==> src/rtl/fetch_unit.sv <==
// Instruction fetch: one outstanding imem read; result registered to decode one cycle after imem_ack.
// Sustains 1 instr/cycle with same-cycle acks; a stalled decode blocks new requests.
module fetch_unit #(
   parameter logic [15:0] RESET_PC  = 16'h0000,
   parameter logic [15:0] NOP_INSTR = 16'h0800
) (
   input  logic        clk,
   input  logic        rst,
   output logic        imem_req,
   output logic [15:0] imem_addr,
   input  logic        imem_ack,
   input  logic [15:0] imem_rdata,
   input  logic        redirect_valid,
   input  logic [15:0] redirect_pc,
   output logic        dec_valid,
   input  logic        dec_ready,
   output logic [15:0] dec_instr,
   output logic [15:0] dec_pc,
   output logic [15:0] dec_pc_inc,
   output logic        halted
);

   typedef enum logic [2:0] {
      S_IDLE,
      S_FETCH,
      S_DRAIN,
      S_HALTWAIT,
      S_HALT
   } state_t;

   state_t      state, state_nxt;
   logic [15:0] pc, pc_nxt;
   logic [15:0] addr_q, addr_nxt;
   logic        valid_q, valid_nxt;
   logic [15:0] instr_q, instr_nxt;
   logic [15:0] dpc_q, dpc_nxt;
   logic [15:0] dinc_q, dinc_nxt;
   logic        halted_q, halted_nxt;
   logic        req;
   logic [15:0] pc_plus2;
   logic        halt_op;

   assign pc_plus2 = pc + 16'd2;
   assign halt_op  = (imem_rdata[15:11] == 5'b00000);

   always_ff @(posedge clk) begin
      if (rst) begin
         state    <= S_IDLE;
         pc       <= RESET_PC;
         addr_q   <= RESET_PC;
         valid_q  <= 1'b0;
         instr_q  <= NOP_INSTR;
         dpc_q    <= 16'h0000;
         dinc_q   <= 16'h0000;
         halted_q <= 1'b0;
      end else begin
         state    <= state_nxt;
         pc       <= pc_nxt;
         addr_q   <= addr_nxt;
         valid_q  <= valid_nxt;
         instr_q  <= instr_nxt;
         dpc_q    <= dpc_nxt;
         dinc_q   <= dinc_nxt;
         halted_q <= halted_nxt;
      end
   end

   always_comb begin
      state_nxt  = state;
      pc_nxt     = pc;
      addr_nxt   = addr_q;
      valid_nxt  = valid_q;
      instr_nxt  = instr_q;
      dpc_nxt    = dpc_q;
      dinc_nxt   = dinc_q;
      halted_nxt = halted_q;
      req        = 1'b0;

      case (state)
         S_IDLE: begin
            state_nxt = S_FETCH;
            if (redirect_valid) begin
               pc_nxt   = redirect_pc;
               addr_nxt = redirect_pc;
            end
         end

         S_FETCH: begin
            // Request only when the output register frees this cycle, so an ack always finds it empty.
            req = !valid_q || dec_ready;
            if (valid_q && dec_ready)
               valid_nxt = 1'b0;
            if (redirect_valid) begin
               valid_nxt = 1'b0;
               pc_nxt    = redirect_pc;
               if (req && !imem_ack)
                  state_nxt = S_DRAIN;
               else
                  addr_nxt = redirect_pc;
            end else if (req && imem_ack) begin
               instr_nxt = imem_rdata;
               dpc_nxt   = pc;
               dinc_nxt  = pc_plus2;
               valid_nxt = 1'b1;
               pc_nxt    = pc_plus2;
               addr_nxt  = pc_plus2;
               if (halt_op)
                  state_nxt = S_HALTWAIT;
            end
         end

         S_DRAIN: begin
            // Keep the stale request alive until memory answers; the target waits in pc.
            req       = 1'b1;
            valid_nxt = 1'b0;
            if (redirect_valid)
               pc_nxt = redirect_pc;
            if (imem_ack) begin
               addr_nxt  = redirect_valid ? redirect_pc : pc;
               state_nxt = S_FETCH;
            end
         end

         S_HALTWAIT: begin
            if (redirect_valid) begin
               valid_nxt = 1'b0;
               pc_nxt    = redirect_pc;
               addr_nxt  = redirect_pc;
               state_nxt = S_FETCH;
            end else if (dec_ready) begin
               halted_nxt = 1'b1;
               valid_nxt  = 1'b0;
               state_nxt  = S_HALT;
            end
         end

         S_HALT: begin
            state_nxt = S_HALT;
         end

         default: begin
            state_nxt = S_IDLE;
         end
      endcase
   end

   assign imem_req   = req;
   assign imem_addr  = addr_q;
   assign dec_valid  = valid_q;
   assign dec_instr  = valid_q ? instr_q : NOP_INSTR;
   assign dec_pc     = dpc_q;
   assign dec_pc_inc = dinc_q;
   assign halted     = halted_q;

endmodule
==> config.mk <==
export PLATFORM = sky130hd
export DESIGN_NAME = fetch_unit
export DESIGN_NICKNAME = d
export VERILOG_FILES = /design/src/rtl/fetch_unit.sv
export SDC_FILE = /design/constraint.sdc
export NUM_CORES = 1
export LEC_CHECK = 0
export CORE_ASPECT_RATIO = 2
export CORE_UTILIZATION = 45
export DETAILED_ROUTE_END_ITERATION = 10
export PLACE_DENSITY = 0.84
export SLEW_MARGIN = 20
export SYNTH_ARGS = -nofsm -noshare
export SYNTH_HDL_FRONTEND = slang
export SYNTH_SLANG_ARGS = --single-unit
==> constraint.sdc <==
create_clock -name clk -period 2.5 [get_ports clk]
set_input_delay 0.375 -clock clk [delete_from_list [all_inputs] [get_ports clk]]
set_output_delay 0.375 -clock clk [all_outputs]
set_load 0.1 [all_outputs]
After elaboration in Yosys (flattened, before gate mapping):

Cells that the tools add are included.
Widths: inputs -> output; s select.

* bitwise operators: 1
* eq/ne operators: 12
* add/sub/neg operators: 1
* reductions and logical operators: 19
* multiplexer cells: 25

Operators with widths (number)
* $mux 16: 8
* $pmux 16 s3: 1
* $pmux 16 s2: 1
* $mux 3: 7
* $add 16x2->16 const B: 1
* $ne 3x3->1 const B: 5
* $pmux 3 s5: 1
* $reduce_and 5->1: 2
* $reduce_and 3->1: 3
* $eq 3x2->1 const B: 2
* $reduce_bool 3->1: 2
* $logic_not 5->1: 1
* $mux 1: 5
* $ne 4x4->1 const B: 1
* $eq 3x1->1 const B: 1
* $eq 3x3->1 const B: 1
* $logic_and 1x1->1: 3
* $logic_not 3->1: 1
* $pmux 1 s3: 1
* $reduce_or 3->1: 1
* $logic_not 1->1: 2
* $ne 2x1->1 const B: 1
* $ne 2x2->1 const B: 1
* $pmux 1 s2: 1
* other kinds (5): 5

* logic and storage cells: 66
* output and inout port bits: 67
* bits of input ports: 37
* bits in registers: 85

Depth between registers and ports, before layout:

* depth in word-level cells: 6
* mapped depth: 8
* mapped depth without buffers: 6

Least setup slack after synthesis:

No wires, ideal clock.

* path kind: register to output
* from: register valid_q (netlist: dec_valid)
* to: output port imem_req
* data required time: 2.125 ns
* path slack: -0.239 ns
* path buffers: 1
* arrival time: 2.364 ns
* stages on the path, launching flop included: 5
* cell sequence: dfxtp_1 buf_4 nand2b_4 a21oi_1 nor2_1

* cells in the longest elaborated chain, start to end: 3

RTL lines
* from (decl): line 34 `logic valid_q, valid_nxt;`
* from (signal assigned): line 60 `valid_q <= valid_nxt;`
* $logic_not 1->1: line 90 `req = !valid_q || dec_ready;`
* $logic_or 1x1->1: line 90
* $pmux 1 s2: line 79 `case (state)`
* to (decl): line 9 `output logic imem_req,`

Every way passes these cells.

Worst setup path in the final report:

* from: register state[1]
* to: output port imem_req

* cells in the longest elaborated chain, start to end: 2
* elaborated cells on any way between the ends: 3
* classes of those cells: 2 x eq/ne; 1 x mux

RTL lines
* from (decl): line 31 `state_t state, state_nxt;`
* from (signal assigned): line 57 `state <= state_nxt;`
* $eq 3x2->1 / $eq 3x1->1 (equally long branches): line 79
* $pmux 1 s2 (*): line 79

Mark *: on every way between the ends. The rest lies on a longest branch, timed or not.

==> flow_summary_export.csv <==
group,metric,value,unit
run_status,run_status,"completed",
run,max_cap_violations,0,
route,dr.pass1.iters,5,
route,drc_errors,0,
global_routing,overflow,0,
final_layout,syn2layout_area_growth,28.69,%
pwr,ir_drop,0.0004003,V
place,place.gp.congestion,0.9206,
cts,cts_buffers,9,
setup_path,regToRegStartpoint,"pc[2]$_SDFFE_PP0P_",
synth,postSynthAreaPerCell,7.640,um2
setup_path,r2r_setup_slack,260,ps
pwr,combPwrFrac,29.2,%
cts,clockBufferDepth,2,
global_routing,grtUsageTotal,26.93,%
setup_path,arrival,1900,ps
route,drtIter0Drc,297,
synth,synth_xor_area_share,3.264,%
cts,cts_resized,0,
timing,finalCritPeriodShare,91.00,%
global_routing,grt_start_max_net_pins,32,
die,chipHeight,143.8,um
place,portBuffers,103,
synth,synthFlopType,"dfxtp_1",
global_routing,first_global_vias,4427,
cts,ctsHoldBuffers,0,
cts,htreeDepth,3,
die,initial_core_util,46.33,%
cts,cts-root-buf,"clkbuf_16",
setup_path,critPathTopFamily,"flip-flops",
route,ant_nets,0,
route,vias_per_cell,5.709,
min_path,min-delay-path-class,"register to register",
timing,fin_crit,2275,ps
timing,worst_pin_slew,1086,ps
pwr,p_leak,2.218,nW
setup_path,cp_max_fo,18,
synth,ys_seq_elements,84,
place,place_hpwl,9739,um
die,die_x,72.89,um
final_layout,layout.nets,706,
pwr,p_switching,1.520,mW
synth,ys_async_sr_fraction,0,%
setup_path,path_cells,"and2b_1, a21oi_1, nor2_2, buf_12",
setup_path,crit_slowest_cell,"dfxtp_1",
timing,rsz0062_at_grt,"false",
timing,drv_slew,0,
setup_path,crit_path_max_incr_delay,770,ps
synth,synth-simple-area-share,25.98,%
synth,syn_area,0.004523,mm2
timing,hold_viol_final,0,
final_layout,drive_gt1_share,20.95,%
setup_path,crit_buf_inv,1,
cts,cts_tree,"yes",
cts,cts_setup_buffers,0,
global_routing,grt_pass1_wl,21700,um
die,core_region_area,0.009763,mm2
synth,netlist_instances,592,
setup_path,reg2reg_depth,6,
timing,fmax,439.6,MHz
pwr,p_per_area,711.2,mW/mm2
route,vias,4596,
setup_path,cp-end-kind,"primary output",
timing,setup-tns-final,0,ps
setup_path,required,2120,ps
setup_path,critPathKind,"register to primary output",
route,drt_wl_total,13750,um
timing,fin_ws,225.1,ps
cts,clkLatencyLatePin,340,ps
die,num_rows,51,
pwr,p_sw_share,36.71,%
global_routing,antenna_found_initial,0,
setup_path,reg2reg_to,"imem_addr[15]$_SDFFE_PP0P_",
min_path,min_from,"instr_q[13]$_SDFFE_PP0P_",
cts,cts.sinks,84,
synth,ys_types,63,
place,place_ws,278.7,ps
pwr,seqPwrFrac,37.4,%
die,die-area,0.01048,mm2
timing,setup_violations,0,
synth,synth_edf_count,0,
synth,synthMuxAreaShare,1.411,%
synth,syn_nets,630,
die,pin_count,104,
synth,ys_seq_area_share,37.18,%
timing,max_slew_margin,27.36,%
final_layout,antenna_cells,0,
route,routedWlPerCell,17.08,um
synth,synth_compound_area_share,24.62,%
pwr,p_int,2.620,mW
synth,synth_top_family_by_area,"simple AND/OR/NAND/NOR gates",
min_path,hold_path_depth,2,
pwr,power_frac_clock,33.4,%
min_path,min_to,"instr_q[13]$_SDFFE_PP0P_",
synth,synthAdderAreaFrac,0.2766,%
setup_path,startpoint_type,"register",
timing,skew,6.077,ps
cts,clk_pin_slew,60,ps
synth,synth.yosys.warnings,0,
power by group through the flow:
| stage | clock network (mW) | logic, mW | registers (mW) |
|---|---|---|---|
| floorplan | 0 | 0.524 | 1.93 |
| global placement | 0 | 1.19 | 1.57 |
| detailed placement | 0 | 1.20 | 1.57 |
| CTS | 1.40 | 1.21 | 1.54 |
| global route | 1.45 | 1.28 | 1.56 |
| finish | 1.38 | 1.21 | 1.55 |
cell usage in the layout (no fill, tap or decap), types with 3 or more instances in the layout:
master	n
a211oi_1	23
a211oi_2	5
a21o_1	3
a21oi_1	69
a31oi_1	3
a32o_1	3
a32oi_1	11
and2_1	6
and2_2	9
buf_12	6
buf_4	84
clkbuf_16	9
clkdlybuf4s50_1	34
dfxtp_1	84
inv_1	7
mux2_2	3
mux2i_1	3
nand2_1	105
nand2b_1	6
nand3_1	11
nand3_2	3
nand4_1	4
nor2_1	59
nor2b_1	3
nor3_1	18
nor4_1	5
o211ai_1	4
o21a_1	5
o21ai_0	22
o41ai_1	3
xnor2_1	9
xor2_1	6
state kept, by name, summed over array words and instances, names as in the netlist, named ones only:
name	cells
dec_pc	16
imem_addr	16
instr_q	16
dec_pc_inc	15
pc	15
state	3
dec_valid	1
halted	1
through the flow:
step                cell area (um2)  hold slack, ps  utilization (%)  power (mW)  cells
floorplan                      4537           431.5                -       2.458    592
global placement               5508           436.6            56.41       2.756    789
detailed placement             5508           442.4            56.41       2.773    789
CTS                            5821           450.4            59.62       4.150    805
global route                   5821           473.0            59.62       4.284    805
finish                         5821           450.1            59.62       4.140    805
worst reg2reg max path, delay by kind of cell (launching register included):
family | cells | cell delay (ps)
xor gates and xnor gates | 1 | 280
adders and majority gates | 1 | 390
AOI/OAI and AO/OA | 2 | 360
and+or+nand+nor | 2 | 630
DFF | 1 | 500
area by class of cell:
| type | instances | area (um2) |
|---|---|---|
| multi-input combinational | 440 | 2534 |
| tap | 132 | 165.2 |
| fill | 918 | 3943 |
| sequential | 84 | 1682 |
| clock inverter | 5 | 60.06 |
| inverter | 7 | 26.28 |
| timing repair buffer | 126 | 1101 |
| clock buffer | 11 | 252.7 |
synthesized netlist by cell type, types with 3 or more instances:
master | number | area [um2]
a31oi_1 | 3 | 18.77
a21oi_1 | 69 | 345.3
mux2i_1 | 3 | 30.03
a21o_1 | 3 | 22.52
buf_2 | 32 | 160.2
inv_1 | 7 | 26.28
and2_1 | 15 | 93.84
a32oi_1 | 11 | 96.34
mux2_2 | 3 | 33.78
xor2_1 | 6 | 52.55
buf_4 | 7 | 52.55
nand3_2 | 3 | 30.03
o21a_1 | 5 | 37.54
xnor2_1 | 9 | 78.83
nand4_1 | 4 | 25.02
o211ai_1 | 4 | 30.03
nor3_1 | 18 | 90.09
nor2b_1 | 3 | 18.77
clkbuf_1 | 20 | 75.07
dfxtp_1 | 84 | 1682
nor4_1 | 5 | 31.28
o41ai_1 | 3 | 26.28
o21ai_0 | 22 | 110.1
nand3_1 | 11 | 55.05
nand2_1 | 105 | 394.1
nor2_1 | 61 | 229.0
a211oi_2 | 5 | 62.56
nand2b_1 | 6 | 37.54
a211oi_1 | 23 | 172.7
a32o_1 | 3 | 30.03
kinds of logic (layout without fill, tap and decap cells):
| kind of cell | Yosys count | count (layout) |
|---|---|---|
| compound gates | 170 | 170 |
| buf+inv | 68 | 149 |
| mux | 6 | 6 |
| fa+ha+maj | 1 | 1 |
| simple gates | 247 | 247 |
| flops | 84 | 84 |
| xor+xnor | 16 | 16 |
routing by layer:
layer  up-vias  GRT usage [%]  part of all wire [%]
met1      2135          29.65                    37
li1       2205              -                     -
met4         0          15.07                   3.7
met2       214          48.16                    53
met5         -              0                     0
met3        42          3.927                   6.2
worst max-delay path by stage:
stage	startpoint	endpoint	slack, ps	depth (start not counted)
finish	state[1]$_SDFFE_PP0P_	imem_req	230	4
floorplan	dec_valid$_SDFFE_PP0P_	dec_instr[0]	130	2
detailed placement	dec_ready	dec_pc_inc[12]$_SDFFE_PP0P_	280	7
global placement	state[0]$_SDFFE_PP0P_	pc[2]$_SDFFE_PP0P_	350	6
CTS	state[1]$_SDFFE_PP0P_	imem_req	260	4
global route	pc[2]$_SDFFE_PP0P_	imem_addr[15]$_SDFFE_PP0P_	130	6
Power figures use the tool's default switching activity.
